`src/rtl/id_ex_stage_pkg.sv`:
```
// Shared LC-3b datapath types for the decode-to-execute stage.
// Every immediate/offset the EX stage consumes is grouped so it can be registered as one unit.
package id_ex_stage_pkg;

    localparam int LC3B_WORD_W = 16;

    typedef logic [LC3B_WORD_W-1:0] lc3b_word;
    typedef logic [2:0]             lc3b_reg;
    typedef logic [10:0]            lc3b_ir_10_0;

    typedef struct packed {
        logic [3:0] opcode;
        logic [1:0] aluop;
        logic       ld_reg;
        logic       ld_cc;
        logic       mem_read;
        logic       mem_write;
        logic [1:0] pcmux_sel;
        logic [1:0] marmux_sel;
        logic       br_en;
        logic       byte_op;
    } lc3b_control_word;

    typedef struct packed {
        lc3b_word   sext5;
        lc3b_word   sext6;
        lc3b_word   adj6;
        lc3b_word   adj9;
        lc3b_word   adj11;
        lc3b_word   trap;
        logic [3:0] imm4;
    } lc3b_imm_t;

endpackage

```
`src/rtl/id_ex_stage_imm.sv`:
```
// Combinational immediate/offset extension for IR[10:0].
// The sign bit is always the top bit of the field; adjusted offsets are word offsets (LSB 0).
module imm_ext_unit
    import id_ex_stage_pkg::*;
(
    input  lc3b_ir_10_0 ir_i,
    output lc3b_imm_t   imm_o
);

    always_comb begin
        imm_o.sext5 = {{11{ir_i[4]}}, ir_i[4:0]};
        imm_o.sext6 = {{10{ir_i[5]}}, ir_i[5:0]};
        imm_o.adj6  = {{9{ir_i[5]}}, ir_i[5:0], 1'b0};
        imm_o.adj9  = {{6{ir_i[8]}}, ir_i[8:0], 1'b0};
        imm_o.adj11 = {{4{ir_i[10]}}, ir_i[10:0], 1'b0};
        // Trap vector is zero-extended, so the upper 7 bits stay clear.
        imm_o.trap  = {7'b0, ir_i[7:0], 1'b0};
        imm_o.imm4  = ir_i[3:0];
    end

endmodule

```
`src/rtl/id_ex_stage.sv`:
```
// LC-3b decode-to-execute pipeline register with valid/ready handshake, stall and flush.
// Also counts back-pressure cycles (saturating) for performance debug.
module id_ex_stage
    import id_ex_stage_pkg::*;
#(
    parameter int WORD_W = 16,
    parameter int CNT_W  = 16
) (
    input  logic                clk,
    input  logic                reset,
    input  logic                flush,
    input  logic                id_valid,
    output logic                id_ready,
    input  lc3b_control_word    id_ctrl,
    input  logic [WORD_W-1:0]   id_pc,
    input  logic [WORD_W-1:0]   id_sr1,
    input  logic [WORD_W-1:0]   id_sr2,
    input  logic [2:0]          id_dest,
    input  logic [10:0]         id_ir,
    output logic                ex_valid,
    input  logic                ex_ready,
    output lc3b_control_word    ex_ctrl,
    output logic [WORD_W-1:0]   ex_pc,
    output logic [WORD_W-1:0]   ex_sr1,
    output logic [WORD_W-1:0]   ex_sr2,
    output logic [2:0]          ex_dest,
    output logic [WORD_W-1:0]   ex_sext5,
    output logic [WORD_W-1:0]   ex_sext6,
    output logic [WORD_W-1:0]   ex_adj6,
    output logic [WORD_W-1:0]   ex_adj9,
    output logic [WORD_W-1:0]   ex_adj11,
    output logic [WORD_W-1:0]   ex_trap,
    output logic [3:0]          ex_imm4,
    output logic [CNT_W-1:0]    stall_cnt
);

    logic              valid_q, valid_d;
    lc3b_control_word  ctrl_q;
    logic [WORD_W-1:0] pc_q, sr1_q, sr2_q;
    lc3b_reg           dest_q;
    lc3b_imm_t         imm_d, imm_q;
    logic [CNT_W-1:0]  stall_cnt_q;
    logic              capture;
    logic              stalling;

    imm_ext_unit u_imm (
        .ir_i  (id_ir),
        .imm_o (imm_d)
    );

    // A flush accepts and discards the incoming instruction, so it also opens the input.
    assign id_ready = !valid_q || ex_ready || flush;
    assign capture  = id_valid && id_ready && !flush;
    assign stalling = valid_q && !ex_ready && !flush;

    always_comb begin
        valid_d = valid_q;
        if (flush) begin
            valid_d = 1'b0;
        end else if (capture) begin
            valid_d = 1'b1;
        end else if (ex_ready) begin
            valid_d = 1'b0;
        end
    end

    always_ff @(posedge clk or posedge reset) begin
        if (reset) begin
            valid_q <= 1'b0;
            ctrl_q  <= '0;
            pc_q    <= '0;
            sr1_q   <= '0;
            sr2_q   <= '0;
            dest_q  <= '0;
            imm_q   <= '0;
        end else begin
            valid_q <= valid_d;
            if (capture) begin
                ctrl_q <= id_ctrl;
                pc_q   <= id_pc;
                sr1_q  <= id_sr1;
                sr2_q  <= id_sr2;
                dest_q <= id_dest;
                imm_q  <= imm_d;
            end
        end
    end

    always_ff @(posedge clk or posedge reset) begin
        if (reset) begin
            stall_cnt_q <= '0;
        end else if (stalling && (stall_cnt_q != '1)) begin
            stall_cnt_q <= stall_cnt_q + 1'b1;
        end
    end

    assign ex_valid  = valid_q;
    assign ex_ctrl   = ctrl_q;
    assign ex_pc     = pc_q;
    assign ex_sr1    = sr1_q;
    assign ex_sr2    = sr2_q;
    assign ex_dest   = dest_q;
    assign ex_sext5  = imm_q.sext5;
    assign ex_sext6  = imm_q.sext6;
    assign ex_adj6   = imm_q.adj6;
    assign ex_adj9   = imm_q.adj9;
    assign ex_adj11  = imm_q.adj11;
    assign ex_trap   = imm_q.trap;
    assign ex_imm4   = imm_q.imm4;
    assign stall_cnt = stall_cnt_q;

endmodule

```
`config.mk`:
```
export PLATFORM = sky130hd
export DESIGN_NAME = id_ex_stage
export DESIGN_NICKNAME = d
export VERILOG_FILES = /design/src/rtl/id_ex_stage_pkg.sv /design/src/rtl/id_ex_stage_imm.sv /design/src/rtl/id_ex_stage.sv
export SDC_FILE = /design/constraint.sdc
export NUM_CORES = 1
export LEC_CHECK = 0
export CELL_PAD_IN_SITES_DETAIL_PLACEMENT = 2
export CELL_PAD_IN_SITES_GLOBAL_PLACEMENT = 2
export CORE_MARGIN = 8
export CORE_UTILIZATION = 22
export CTS_CLUSTER_SIZE = 28
export DETAILED_ROUTE_END_ITERATION = 10
export PLACE_DENSITY_LB_ADDON = 0.1
export SYNTH_ARGS = -nofsm -noshare
export SYNTH_HDL_FRONTEND = slang
export SYNTH_SLANG_ARGS = --single-unit
```
`constraint.sdc`:
```
create_clock -name clk -period 3.4 [get_ports clk]
set_input_delay 0.51 -clock clk [delete_from_list [all_inputs] [get_ports clk]]
set_output_delay 0.51 -clock clk [all_outputs]
set_load 0.03 [all_outputs]
```
Word-level counts from Yosys, hierarchy flattened
Index checks and enable logic that the tools add are counted.
{"block": "totals", "inputBits": 83, "wordCells": 39, "register_bits": 133, "output_inout_bits": 185}
{"block": "op_classes", "n_eq_ne": 1, "n_mux": 3, "add_sub_neg": 1, "n_reduce_logical": 11}
{"cell": "$add 16x1->16 const B", "count": 1}
{"cell": "$ne 16x16->1 const B", "count": 1}
{"cell": "$logic_and 1x1->1", "count": 5}
{"cell": "$logic_not 1->1", "count": 3}
{"cell": "$mux 1", "count": 3}
{"cell": "$reduce_bool 3->1", "count": 1}
{"cell": "$logic_or 1x1->1", "count": 2}

Longest topological paths before layout
Gate-level depths: netlist of the first run.
{"block": "logic_depth", "word_depth": 7, "depth_mapped": 6}

By module
From an unflattened synthesis of the first run, not the netlist that was laid out.
{"block": "unflattened", "hier_cells": 530, "area_unflattened_um2": 7718.7}
{"mod": "id_ex_stage", "instances": 1, "area_each_um2": 6964.2, "cells_each": 429}
{"mod": "imm_ext_unit", "instances": 1, "area_each_um2": 754.5, "cells_each": 101}

Worst setup path before layout of the first run
Ideal clock, no wire load.
{"block": "synth_timing", "path_kind": "flip-flop to flip-flop", "start": "reg stall_cnt_q[0], in the netlist stall_cnt[0]", "end": "reg stall_cnt_q[1], in the netlist stall_cnt[1]", "required_time_ns": 3.275, "period_less_slack_ns": 1.893, "slack_ns": 1.507, "path_stages_with_launch": 6, "setup_time_ns": 0.125, "t_arrival_ns": 1.769, "path_cell_list": "dfrtp_1 -> ha_1 -> nand3_1 -> nor4_4 -> nor2_1 -> mux2_2"}
{"block": "synth_via", "elab_chain_cells": 2, "word_cells_on_any_way": 3}
{"element": "start, declared", "line": "id_ex_stage.sv:42", "text": "logic [CNT_W-1:0] stall_cnt_q;"}
{"element": "start signal, assigned", "line": "id_ex_stage.sv:93", "text": "stall_cnt_q <= stall_cnt_q + 1'b1;"}
{"element": "parallel branches: the longest is 2 deep, another holds $add 16x1->16"}
Parallel ways; which one is timed is not known.
A chain may end at the register's enable or synchronous reset.

Final worst setup path of the first run
{"block": "layout_timing", "start": "in ex_ready", "end": "out id_ready"}
{"block": "layout_via", "elab_chain_cells": 2}
{"element": "start, declared", "line": "id_ex_stage.sv:21", "text": "input logic ex_ready,"}
{"element": "$logic_or 1x1->1 (2 in series)", "line": "id_ex_stage.sv:52", "text": "assign id_ready = !valid_q || ex_ready || flush;"}
{"element": "end, declared", "line": "id_ex_stage.sv:13", "text": "output logic id_ready,"}
No other way between the ends.

==> results.txt, run 1 <==
----------------------------------------------------
[Outcome]
  Result of the run ... completed

[Floorplanning]
  CORE AREA ... 19500 um2
  Horiz. Die Dim ... 157 um
  Die outline area ... 24700 um2
  Number of standard-cell rows in the floorplan ... 51
  Effective utilization at floorplan ... 0.225
  I/O pin cnt ... 268
  DIE HEIGHT ... 157 um

[Timing]
  Final Hold Viols ... 0
  Worst-margin pin slew ... 0.655 ns
  Setup slack of the critical path after layout ... 0.807 ns
  RSZ-0062 raised after global routing ... false
  Setup Skew ... 0.00816 ns
  Setup tns final ... 0 ns
  Fmax achieved ... 0.386 GHz
  Total of endpoints with negative setup slack in the final report ... 0
  Share of the clock period used by the worst path after layout ... 0.763
  Time the final worst path needs with I/O delays and setup ... 2.59 ns
  Slew margin rel. ... 0.563
  Max Slew Vio Count ... 0

[GRT]
  First-pass GRT wire length ... 21400 um
  Largest net degree at the start of global routing ... 49
  Gr usage total ... 0.115
  Sum of overflow across all layers after global routing ... 0
  Number of global-route vias before repair ... 3493
  Antenna violations before repair ... 0

[Clock network]
  Clock buffers created by TritonCTS ... 9
  Count of hold-fix buffers inserted at cts ... 0
  Clock root buffer master ... sky130_fd_sc_hd__clkbuf_16
  Number of buffers between clock root and the deepest sink ... 2
  Number of instances resized during post-cts repair ... 0
  Clock tree from TritonCTS ... built
  Post-CTS setup buffer count ... 0
  Number of clock sinks seen by CTS ... 95
  Insertion delay to the later sink of the worst-skew pair ... 0.34 ns
  Reg clk slew, reported paths ... 0.06 ns
  Depth of the CTS H-tree ... 3

[Routing]
  Routed wire per std cell ... 18.8 um
  Number of antenna-violating nets in the routed design ... 0
  DRC violation count after routing ... 0
  Drt pass-1 iters ... 4
  Post-detailed-route via-to-cell ratio ... 3.98
  Final wirelength ... 14700 um
  Detailed Route Iter0 Violations ... 40
  Total via count in the routed design ... 3110

[Worst setup path]
  Kind of capture point of the worst setup path ... output port
  Crit-path cells ... clkdlybuf4s50_1, nor3b_4, inv_2, clkdlybuf4s50_1
  Critical path's top delay family ... buffers and inverters
  Crit path arrival time ... 2.08 ns
  Classification of the worst setup path ... input pin to output port
  Critical Path RT ... 2.89 ns
  Worst setup path startpoint ... ex_ready
  Max Fanout on Critical Path ... 11
  Launch point of the worst reg-to-reg path ... stall_cnt[0]
  CP startpoint kind ... input pin
  Slowest cell on the critical path ... sky130_fd_sc_hd__clkdlybuf4s50_1
  Slowest Stage Delay on Critical Path ... 0.63 ns
  Buffers and inverters on the worst path ... 3
  Most Frequent Cell on Critical Path ... sky130_fd_sc_hd__clkdlybuf4s50_1

[Placed design]
  Last weighted congestion value of the routability-driven placer ... 0.723
  Buffers on Ports ... 256
  Hpwl dp ... 11600 um
  Worst Setup Slack post-DPL ... 0.781 ns

[Yosys]
  Mapped Cells ... 329
  Number of synthesis warnings ... 0
  Number of distinct standard cells referenced by the synthesized netlist ... 26
  Main flop type after synthesis ... sky130_fd_sc_hd__dfrtp_1
  Fraction of registers with async set/reset ... 1.00
  Post-Synthesis Mean Instance Area ... 13.3 um2
  Flop and latch count out of synthesis ... 95
  Share of synthesized area occupied by flip-flops and latches ... 0.543
  Mapped cell area ... 4380 um2
  Count of flip-flops with a built-in enable after synthesis ... 0

[Min path]
  Worst min-delay path class ... flop to flop
  Startpoint of the tightest hold check path ... stall_cnt[15]

[Power]
  Leakage Power ... 2.84 nW
  Power density over the cells ... 622 nW/um2
  Peak ir drop on the vdd network ... 0.287 mV

[Flow run]
  Max-cap violation count ... 0

[Finish]
  N_diodes ... 0
  Area Overhead vs Synth ... 59.3%
  Share of cells above drive strength 1 ... 0.203
  Total number of nets in the final design ... 595
  Commonest non-fill, non-tap cells in the layout ... sky130_fd_sc_hd__clkdlybuf4s50_1 (256), sky130_fd_sc_hd__dfrtp_1 (95), sky130_fd_sc_hd__mux2_2 (79), sky130_fd_sc_hd__xor2_1 (11), sky130_fd_sc_hd__conb_1 (11)
  Most frequent standard cell in the layout excluding fill and tap cells ... sky130_fd_sc_hd__clkdlybuf4s50_1

----------------------------------------------------
-- logic make-up after synthesis --
| family | Yosys count | share of synthesized area |
|---|---|---|
| other | 1 | 0.000857 |
| flip-flops | 95 | 0.543 |
| XOR/XNOR | 14 | 0.0280 |
| multiplexers | 79 | 0.203 |
| adder cells (fa/ha/maj) | 1 | 0.00286 |
| AO/OA/AOI/OAI | 3 | 0.00486 |
| buffers and inverters | 100 | 0.164 |
| AND/OR/NAND/NOR | 36 | 0.0523 |
-- layout make-up --
| cell class | count | area [um2] |
|---|---|---|
| Fill cell | 2013 | 12500 |
| Clock inverter | 6 | 92.6 |
| Multi-Input combinational cell | 144 | 1320 |
| Tap cell | 265 | 332 |
| Clock buffer | 10 | 239 |
| Timing Repair Buffer | 259 | 2600 |
| Sequential cell | 95 | 2380 |
| Inverter | 2 | 10.0 |
-- path summary, 6_finish.rpt --
path                       slack (ns)             to  depth (start not counted)
min in group asynchronous        0.60      ex_sr2[9]                          2
max in group asynchronous        2.06      ex_sr1[8]                          3
setup / recovery                 0.81       id_ready                          4
hold / removal                   0.50  stall_cnt[15]                          1
setup reg to reg                 1.50   stall_cnt[1]                          5
hold reg to reg                  0.50  stall_cnt[15]                          1
-- through the flow --
stage                     area, um2  std cells  total power, mW  hold WS, ns  utilization
after floorplan                4410        339             2.60        0.651            -
after global placement         6640        765             3.23        0.490        0.341
after detailed placement       6640        765             3.27        0.487        0.341
after CTS                      6970        781             4.44        0.509        0.358
after global routing           6970        781             4.55        0.515        0.358
final                          6970        781             4.34        0.498        0.358
-- registers in the layout, indices dropped and copies added (netlist names) --
register,flops
ex_ctrl,16
ex_pc,16
ex_sr1,16
ex_sr2,16
stall_cnt,16
ex_adj11,4
ex_sext5,4
ex_dest,3
ex_trap,3
ex_valid,1
-- synth_stat cells (3+ instances only) --
cell type                 count  area (um2)
sky130_fd_sc_hd__buf_2        8        40.0
sky130_fd_sc_hd__xor2_1      11        96.3
sky130_fd_sc_hd__mux2_2      79         890
sky130_fd_sc_hd__dfrtp_1     95        2380
sky130_fd_sc_hd__nand4_1      5        31.3
sky130_fd_sc_hd__nor4_1       3        18.8
sky130_fd_sc_hd__nand3_1      5        25.0
sky130_fd_sc_hd__buf_4       89         668
sky130_fd_sc_hd__xnor2_1      3        26.3
sky130_fd_sc_hd__nor3_1       7        35.0
sky130_fd_sc_hd__nor2_1       5        18.8
sky130_fd_sc_hd__nand2_1      5        18.8
-- power breakdown --
| group | leakage, nW | total, mW | internal (mW) | switching (mW) |
|---|---|---|---|---|
| Sequential | 1.15 | 1.45 | 1.31 | 0.146 |
| Combinational | 1.53 | 1.76 | 0.772 | 0.990 |
| Clock | 0.155 | 1.12 | 0.669 | 0.455 |
-- layer usage --
layer / vias up / share of wire / track usage
li1: 1380 / - / -
met1: 1562 / 0.34 / 0.111
met2: 156 / 0.52 / 0.212
met3: 12 / 0.13 / 0.0568
met4: 0 / 0.0094 / 0.0340
met5: - / 0 / 0
No activity file was read; power rests on OpenSTA's default activity.
==> run 2, diff against run 1 <==
Settings changed: CORE_UTILIZATION 22 to 20.
Clock period 3.4 ns to 2.2 ns, I/O delays scaled along.
==> results.txt, run 2 (synthesized netlist as in run 1, its figures left out) <==
----------------------------------------------------
[Outcome]
  Result of the run ... completed

[Timing]
  Share of the clock period used by the worst path after layout ... 0.947
  Total of endpoints with negative setup slack in the final report ... 0 (unchanged)
  Worst-margin pin slew ... 0.645 ns (-0.00945 ns)
  Final Hold Viols ... 0 (unchanged)
  Fmax achieved ... 0.480 GHz
  Time the final worst path needs with I/O delays and setup ... 2.08 ns
  Setup tns final ... 0 ns (unchanged)
  Max Slew Vio Count ... 0 (unchanged)
  RSZ-0062 raised after global routing ... false
  Setup Skew ... 0.00762 ns (-0.000542 ns)
  Slew margin rel. ... 0.569 (+0.00539)

[Power]
  Power density over the cells ... 917 nW/um2 (+47%)
  Total power after layout ... 6.46 mW (+49%)
  Leakage Power ... 2.86 nW (+0.96%)
  Peak ir drop on the vdd network ... 0.322 mV (+12%)

[Routing]
  Max layer used ... met4
  Met2 wire length ... 7710 um (+1.7%)
  Final wirelength ... 14700 um (+0.53%)
  Number of antenna-violating nets in the routed design ... 0 (unchanged)
  Post-detailed-route via-to-cell ratio ... 3.85 (-3.2%)
  Post-route met1 wirelength ... 5510 um (+9.5%)
  Drt pass-1 iters ... 3 (-1)
  Wire length on met3 ... 1370 um (-28%)
  Total via count in the routed design ... 3098 (-0.39%)
  DRC violation count after routing ... 0 (unchanged)
  Detailed Route Iter0 Violations ... 76 (+90%)
  Routed wire per std cell ... 18.3 um (-2.4%)

[Worst setup path]
  CP startpoint kind ... flop
  Critical Path RT ... 1.87 ns (-1.02 ns)
  Buffers and inverters on the worst path ... 1 (-2)
  Worst reg-to-reg path cell count ... 7 (+2)
  Slowest Stage Delay on Critical Path ... 0.78 ns (+0.15 ns)
  Kind of capture point of the worst setup path ... output port
  Classification of the worst setup path ... flop to output port
  Critical path's top delay family ... buffers and inverters
  Slowest cell on the critical path ... sky130_fd_sc_hd__clkdlybuf4s50_1
  Max Fanout on Critical Path ... 18 (+7)
  Crit-path cells ... clkdlybuf4s50_1
  Crit path arrival time ... 1.75 ns (-0.33 ns)
  CP Depth ... 1 (-3)

[Floorplanning]
  Number of standard-cell rows in the floorplan ... 54 (+5.9%)
  I/O pin cnt ... 268 (unchanged)
  Die outline area ... 26900 um2 (+9.0%)
  DIE HEIGHT ... 164 um (+4.4%)
  CORE AREA ... 21600 um2 (+11%)
  Effective utilization at floorplan ... 0.202 (-0.0224)
  Horiz. Die Dim ... 164 um (+4.4%)

[Clock network]
  Clock root buffer master ... sky130_fd_sc_hd__clkbuf_16
  Count of hold-fix buffers inserted at cts ... 0 (unchanged)
  Number of buffers between clock root and the deepest sink ... 2 (unchanged)
  Depth of the CTS H-tree ... 3 (unchanged)
  Clock buffers created by TritonCTS ... 9 (unchanged)
  Insertion delay to the later sink of the worst-skew pair ... 0.34 ns (about the same)
  Number of instances resized during post-cts repair ... 1 (+1)
  Clock tree from TritonCTS ... built
  Reg clk slew, reported paths ... 0.07 ns (about the same)
  Post-CTS setup buffer count ... 0 (unchanged)
  Number of clock sinks seen by CTS ... 95 (unchanged)

[Finish]
  Total number of nets in the final design ... 603 (+1.3%)
  Share of cells above drive strength 1 ... 0.216 (+0.0122)
  N_diodes ... 0 (unchanged)
  Fin area ... 7040 um2 (+1.0%)
  Number of cells in the finished layout apart from fillers ... 804 (+2.9%)
  Most frequent standard cell in the layout excluding fill and tap cells ... sky130_fd_sc_hd__clkdlybuf4s50_1
  Area Overhead vs Synth ... 61.0%
  Commonest non-fill, non-tap cells in the layout ... sky130_fd_sc_hd__clkdlybuf4s50_1 (256), sky130_fd_sc_hd__dfrtp_1 (94), sky130_fd_sc_hd__mux2_2 (79), sky130_fd_sc_hd__xor2_1 (11), sky130_fd_sc_hd__conb_1 (11)

[GRT]
  First-pass GRT wire length ... 21800 um (+1.6%)
  Antenna violations before repair ... 0 (unchanged)
  Number of global-route vias before repair ... 3382 (-3.2%)
  Gr usage total ... 0.108 (-0.00707)
  Largest net degree at the start of global routing ... 51 (+4.1%)
  Sum of overflow across all layers after global routing ... 0 (unchanged)

[Min path]
  Worst min-delay path class ... input pin to asynchronous set/reset pin

[Placed design]
  Placed standard-cell area ... 6770 um2 (+2.0%)
  Hpwl dp ... 11700 um (+0.68%)
  Last weighted congestion value of the routability-driven placer ... 0.687 (-5.0%)
  Number of placed instances with taps included ... 788 (+3.0%)
  Buffers on Ports ... 256 (unchanged)

[Flow run]
  Max-cap violation count ... 0 (unchanged)

----------------------------------------------------
run 2: changes by cell type in the layout (fill, tap and decap cells not counted), moves of 2 or more:
| cell | delta |
|---|---|
| sky130_fd_sc_hd__buf_4 | +4 |
| sky130_fd_sc_hd__clkinv_2 | +2 |
| sky130_fd_sc_hd__bufinv_16 | -2 |
| sky130_fd_sc_hd__buf_12 | +4 |
run 2: layout make-up:
cell class	instances	area (um2)
sequential	95	2380
fill	2279	14600
tap	280	350
clock buffer	10	229
inverter	2	11.3
clock inverter	6	43.8
timing repair buffer	267	2710
multi-input combinational	144	1320
run 2: where the power goes:
group / total, mW / leakage, nW / switching, mW / internal [mW]
clock network: 1.48 / 0.133 / 0.710 / 0.774
logic: 2.73 / 1.59 / 1.52 / 1.21
registers: 2.25 / 1.14 / 0.229 / 2.02
total: 6.46 / 2.86 / 2.46 / 4.00
run 2: worst paths after layout:
check	from	end	slack, ns
setup / recovery	ex_trap[5]	ex_sext5[5]	0.12
hold / removal	reset	ex_pc[6]	0.42
setup reg to reg	stall_cnt[0]	stall_cnt[14]	0.38
hold reg to reg	ex_sr2[0]	ex_sr2[0]	0.50
max in group asynchronous	reset	ex_sr2[7]	1.19
min in group clk	ex_sr2[0]	ex_sr2[0]	0.50
run 2: per-layer routing:
metal	up-vias	track usage
met4	0	0.0335
met2	129	0.188
met3	7	0.0421
met5	-	0
met1	1565	0.118
li1	1397	-
run 2: per-stage QoR:
stage	worst slack (ns)	util	hold WS, ns
2_1_floorplan	0.307	-	0.471
3_3_place_gp	0.0871	0.313	0.490
3_5_place_dp	0.0439	0.313	0.496
4_1_cts	0.0655	0.326	0.434
5_1_grt	0.0198	0.326	0.459
6_report	0.116	0.326	0.420
==> variant 1: new RTL, config.mk and constraints of run 1 <==
Set the parameter `CNT_W` to 14 (it was 16).
--- a/src/rtl/id_ex_stage.sv
+++ b/src/rtl/id_ex_stage.sv
@@ -4,7 +4,7 @@
     import id_ex_stage_pkg::*;
 #(
     parameter int WORD_W = 16,
-    parameter int CNT_W  = 16
+    parameter int CNT_W  = 14
 ) (
     input  logic                clk,
     input  logic                reset,
Interface: changed (resized stall_cnt); port bits go from 268 to 266. No check against the original RTL was run, so the function may have changed too.
==> variant 1 against run 1 <==
  * Clock power decreased by 9.8%
  * Highest routed layer is now met5
  * Largest power group unchanged
  * Setup slack got worse by 0.051 ns
  * Routed wire length is 1.3% lower
  * Worst hold slack improved by 0.0024 ns
  * Final area decreased by 1.5%
  * Critical path depth unchanged
  * Power decreased by 2.8%
  * Die area down 1.5%
  * Global-route usage rose by 0.21 points
  * Area after synthesis shrank 1.7%
  * Sequential cell count decreased by 2
  * Count of clock-buffer cells in the layout up 1
==> variant 1: results (changes against run 1) <==
finalPower_mw: 4.22  # was 4.34 mW
portBuffers: 254  # was 256
drive_above_1_share_pct: 20.2  # was 20.3%
post-route-period-util_pct: 77.8  # was 76.3%
status: "completed"  # unchanged
synthMuxAreaShare_pct: 20.9  # was 20.3%
nets: 594  # was 595
hold_end: "stall_cnt[8]$_DFFE_PP0P_"  # was stall_cnt[15]$_DFFE_PP0P_
clock_power_share_pct: 24.0  # was 25.9%
globalRouteTotalUtil_pct: 11.7  # was 11.5%
ir_drop_uv: 231  # was 287 uV
dp_slack_ns: 0.768  # was 0.781 ns
synthAdderAreaFrac_pct: 0.291  # was 0.286%
power_leakage_nw: 2.74  # was 2.84 nW
worstPathArrival_ns: 2.13  # was 2.08 ns
pwr-share-comb_pct: 42.0  # was 40.6%
crit-reg2reg-launch: "ex_valid$_DFFE_PP0P_"  # was stall_cnt[0]$_DFFE_PP0P_
placed_cells: 764  # was 765
grt_pass1_wl_mm: 21.7  # was 21.4 mm
antenna_found_initial: 1  # was 0
multi_input_area_um2: 1300  # was 1320 um2
finalHoldWorstSlack_ns: 0.501  # was 0.498 ns
grt_pass1_vias: 3543  # was 3493
p_sw_share_pct: 38.2  # was 36.7%
avgSynthCellArea_um2: 13.1  # was 13.3 um2
synth_commonest_cells: "dfrtp_1, buf_4, mux2_2, clkbuf_1"  # was dfrtp_1, buf_4, mux2_2, xor2_1, buf_2
worstHoldStart: "stall_cnt[8]$_DFFE_PP0P_"  # was stall_cnt[15]$_DFFE_PP0P_
grt_max_degree: 94  # was 49
routabilityCongestion: 0.727  # was 0.723
final_cells: 780  # was 781
rrSetupSlack_ns: 1.42  # was 1.50 ns
ys_top_cells_by_area: "dfrtp_1, mux2_2, buf_4"  # unchanged
maxSlewHeadroom_pct: 55.4  # was 56.3%
post_dp_cell_area_um2: 6570  # was 6640 um2
variant 1: cell types whose count changed after synthesis, moves of 3 or more:
| cell | delta |
|---|---|
| xor2_1 | -7 |
| buf_2 | -6 |
| clkbuf_1 | +5 |
| nor3_1 | -4 |
| and3_1 | +3 |
| inv_1 | +3 |
| o21ai_0 | +3 |
variant 1: metal layers:
| metal | part of all wire (%) | track usage (%) |
|---|---|---|
| met5 | 0.090 | 0 |
| met4 | 1.5 | 4.30 |
| met3 | 15 | 6.84 |
| met2 | 51 | 20.7 |
| met1 | 33 | 10.9 |
variant 1: logic make-up after synthesis:
group,after synthesis
flip-flops,93
multiplexers,80
buffers and inverters,102
AO/OA/AOI/OAI,8
other,1
XOR/XNOR,9
adder cells (fa/ha/maj),1
AND/OR/NAND/NOR,35
variant 1: cell type report:
class | instances | share of cell area, %
inverters | 5 | 0.310
clock inverters | 5 | 0.638
clock buffers | 11 | 3.68
well taps | 265 | 4.83
flip-flops and latches | 93 | 33.9
multi-input cells | 144 | 18.9
repair buffers | 257 | 37.7
==> variant 2: new RTL, flow settings as in run 1 <==
Without the edit above. Reset style: synchronous (`reset`), changed in 2 clocked blocks.
--- a/src/rtl/id_ex_stage.sv
+++ b/src/rtl/id_ex_stage.sv
@@ -64,7 +64,7 @@
         end
     end
 
-    always_ff @(posedge clk or posedge reset) begin
+    always_ff @(posedge clk) begin
         if (reset) begin
             valid_q <= 1'b0;
             ctrl_q  <= '0;
@@ -86,7 +86,7 @@
         end
     end
 
-    always_ff @(posedge clk or posedge reset) begin
+    always_ff @(posedge clk) begin
         if (reset) begin
             stall_cnt_q <= '0;
         end else if (stalling && (stall_cnt_q != '1)) begin
Function: differs if reset is asserted again (counterexample within 4 cycles, from zero or initial values and one cycle with reset high); with reset held inactive, the same outputs for 4 cycles.
==> variant 2 against run 1 <==
  * Final area fell by 3.7%
  * Largest cell class unchanged
  * Area after synthesis fell by 4.0%
  * Sequential cell count did not move
  * Setup slack improved by 0.10 ns
  * Routed wire length rose by 15%
Power is not compared: it rests on default switching activity, and its combinational part moved more than twofold at a synthesized area within 25%.
==> variant 2: results (changes against run 1) <==
wl_met3_mm: 2.21  # was 1.90 mm
drtAntennaViolNets: 0  # unchanged
ys_top_cells_by_area: "dfxtp_1, buf_4, nand2_1"  # was dfrtp_1, mux2_2, buf_4
status: "completed"  # unchanged
met1_length_mm: 6.50  # was 5.04 mm
globalRouteTotalUtil_pct: 13.7  # was 11.5%
dp_hpwl_mm: 12.9  # was 11.6 mm
vias: 4169  # was 3110
ir_drop_uv: 257
wl_met2_mm: 7.86  # was 7.58 mm
synth_commonest_cells: "nand2_1, dfxtp_1, buf_4, a21oi_1, clkbuf_1"  # was dfrtp_1, buf_4, mux2_2, xor2_1, buf_2
synthMuxAreaShare_pct: 0.775  # was 20.3%
synth_warnings: 0  # unchanged
portBuffers: 256  # unchanged
highest_layer: "met5"  # was met4
drive_above_1_share_pct: 4.14  # was 20.3%
critPathLaunch: "ex_trap[6]$_SDFFE_PP0P_"  # was ex_ready
synth_cell_types: 36  # was 26
drt_first_pass_iters: 4  # unchanged
routabilityCongestion: 0.707  # was 0.723
cp_slowest_cell: "clkdlybuf4s50_1"  # unchanged
gr-usage-met2_pct: 23.0  # was 21.2%
dp_slack_ns: 0.749  # was 0.781 ns
drt_first_iter_violations: 138  # was 40
antenna_found_initial: 2  # was 0
async_flop_share_pct: 0  # was 100%
antennaDiodeCount: 0  # unchanged
clockBufferDepth: 2  # unchanged
synthAdderAreaFrac_pct: 0.298  # was 0.286%
fin_skew_ns: 0.00975  # was 0.00816 ns
crit-reg2reg-launch: "stall_cnt[6]$_SDFFE_PP0P_"  # was stall_cnt[0]$_DFFE_PP0P_
synth_compound_area_share_pct: 13.4  # was 0.486%
ys.flop_type: "dfxtp_1"  # was dfrtp_1
crit_family: "buffers and inverters"  # unchanged
min_path_type: "reg2reg"  # unchanged
worstHoldStart: "ex_sr1[8]$_SDFFE_PP0P_"  # was stall_cnt[15]$_DFFE_PP0P_
placed_cells: 919  # was 765
cts_buffers: 9  # unchanged
worstPathMaxFanout: 25  # was 11
grt_max_degree: 50  # was 49
final_cells: 935  # was 781
nets: 780  # was 595
power_leakage_nw: 2.33
cts-htree-levels: 3  # unchanged
grt.met3_usage_pct: 7.24  # was 5.68%
maxSlewHeadroom_pct: 49.4  # was 56.3%
ys_seq_area_share_pct: 45.3  # was 54.3%
synth_xor_xnor_area_share_pct: 0  # was 2.80%
critPathMaxStageDelay_ns: 0.83  # was 0.63 ns
totalWireLength_mm: 16.8  # was 14.7 mm
clk_latency_ns: 0.34  # about the same
cts_resized: 0  # unchanged
avgSynthCellArea_um2: 7.87  # was 13.3 um2
clk_pin_slew_ns: 0.07
worstPathArrival_ns: 1.98  # was 2.08 ns
clk_root_buffer_cell: "clkbuf_16"  # unchanged
grt_pass1_vias: 4522  # was 3493
grtUsageMet1_pct: 14.5  # was 11.1%
grt_pass1_wl_mm: 25.8  # was 21.4 mm
[variant 2: cell count changes in the layout (fill, tap and decap cells not counted), sizes merged, moves of 11 or more]
cell / run 1 / this run
nand2: 5 / 164
dfrtp: 95 / 0
dfxtp: 0 / 95
a21oi: 0 / 88
mux2: 79 / 2
xor2: 11 / 0
[variant 2: metrics by stage]
step	utilization, %	instance area [um2]
global placement	34.0	6370
finish	35.9	6710
global route	35.9	6710
CTS	35.9	6710
detailed placement	34.0	6370
floorplan	-	4240
[variant 2: power breakdown]
| part | total (mW) | leakage, nW | internal, mW | switching (mW) |
|---|---|---|---|---|
| clock network | 1.18 | 0.166 | 0.722 | 0.455 |
| logic | 0.586 | 1.39 | 0.253 | 0.333 |
| registers | 1.19 | 0.774 | 1.16 | 0.0323 |
| total | 2.95 | 2.33 | 2.13 | 0.820 |
[variant 2: kinds of logic after synthesis]
family                   Yosys count
multiplexers                       3
flip-flops                        95
adder cells (fa/ha/maj)            1
AO/OA/AOI/OAI                    104
buffers and inverters            126
AND/OR/NAND/NOR                  204
other                              1
[variant 2: cell type report]
class,instances,area (um2)
repair buffers,261,2610
fillers,2115,12000
clock buffers,9,225
inverters,6,22.5
multi-input cells,323,1540
flip-flops and latches,95,1900
well taps,234,293
clock inverters,7,120
[variant 2: worst paths after layout]
| check | slack, ns | depth (start not counted) | endpoint |
|---|---|---|---|
| max reg2reg | 1.25 | 5 | stall_cnt[0]$_SDFFE_PP0P_ |
| max | 0.91 | 1 | ex_adj6[14] |
| min reg2reg | 0.46 | 2 | ex_sr1[8]$_SDFFE_PP0P_ |
| min | 0.46 | 2 | ex_sr1[8]$_SDFFE_PP0P_ |
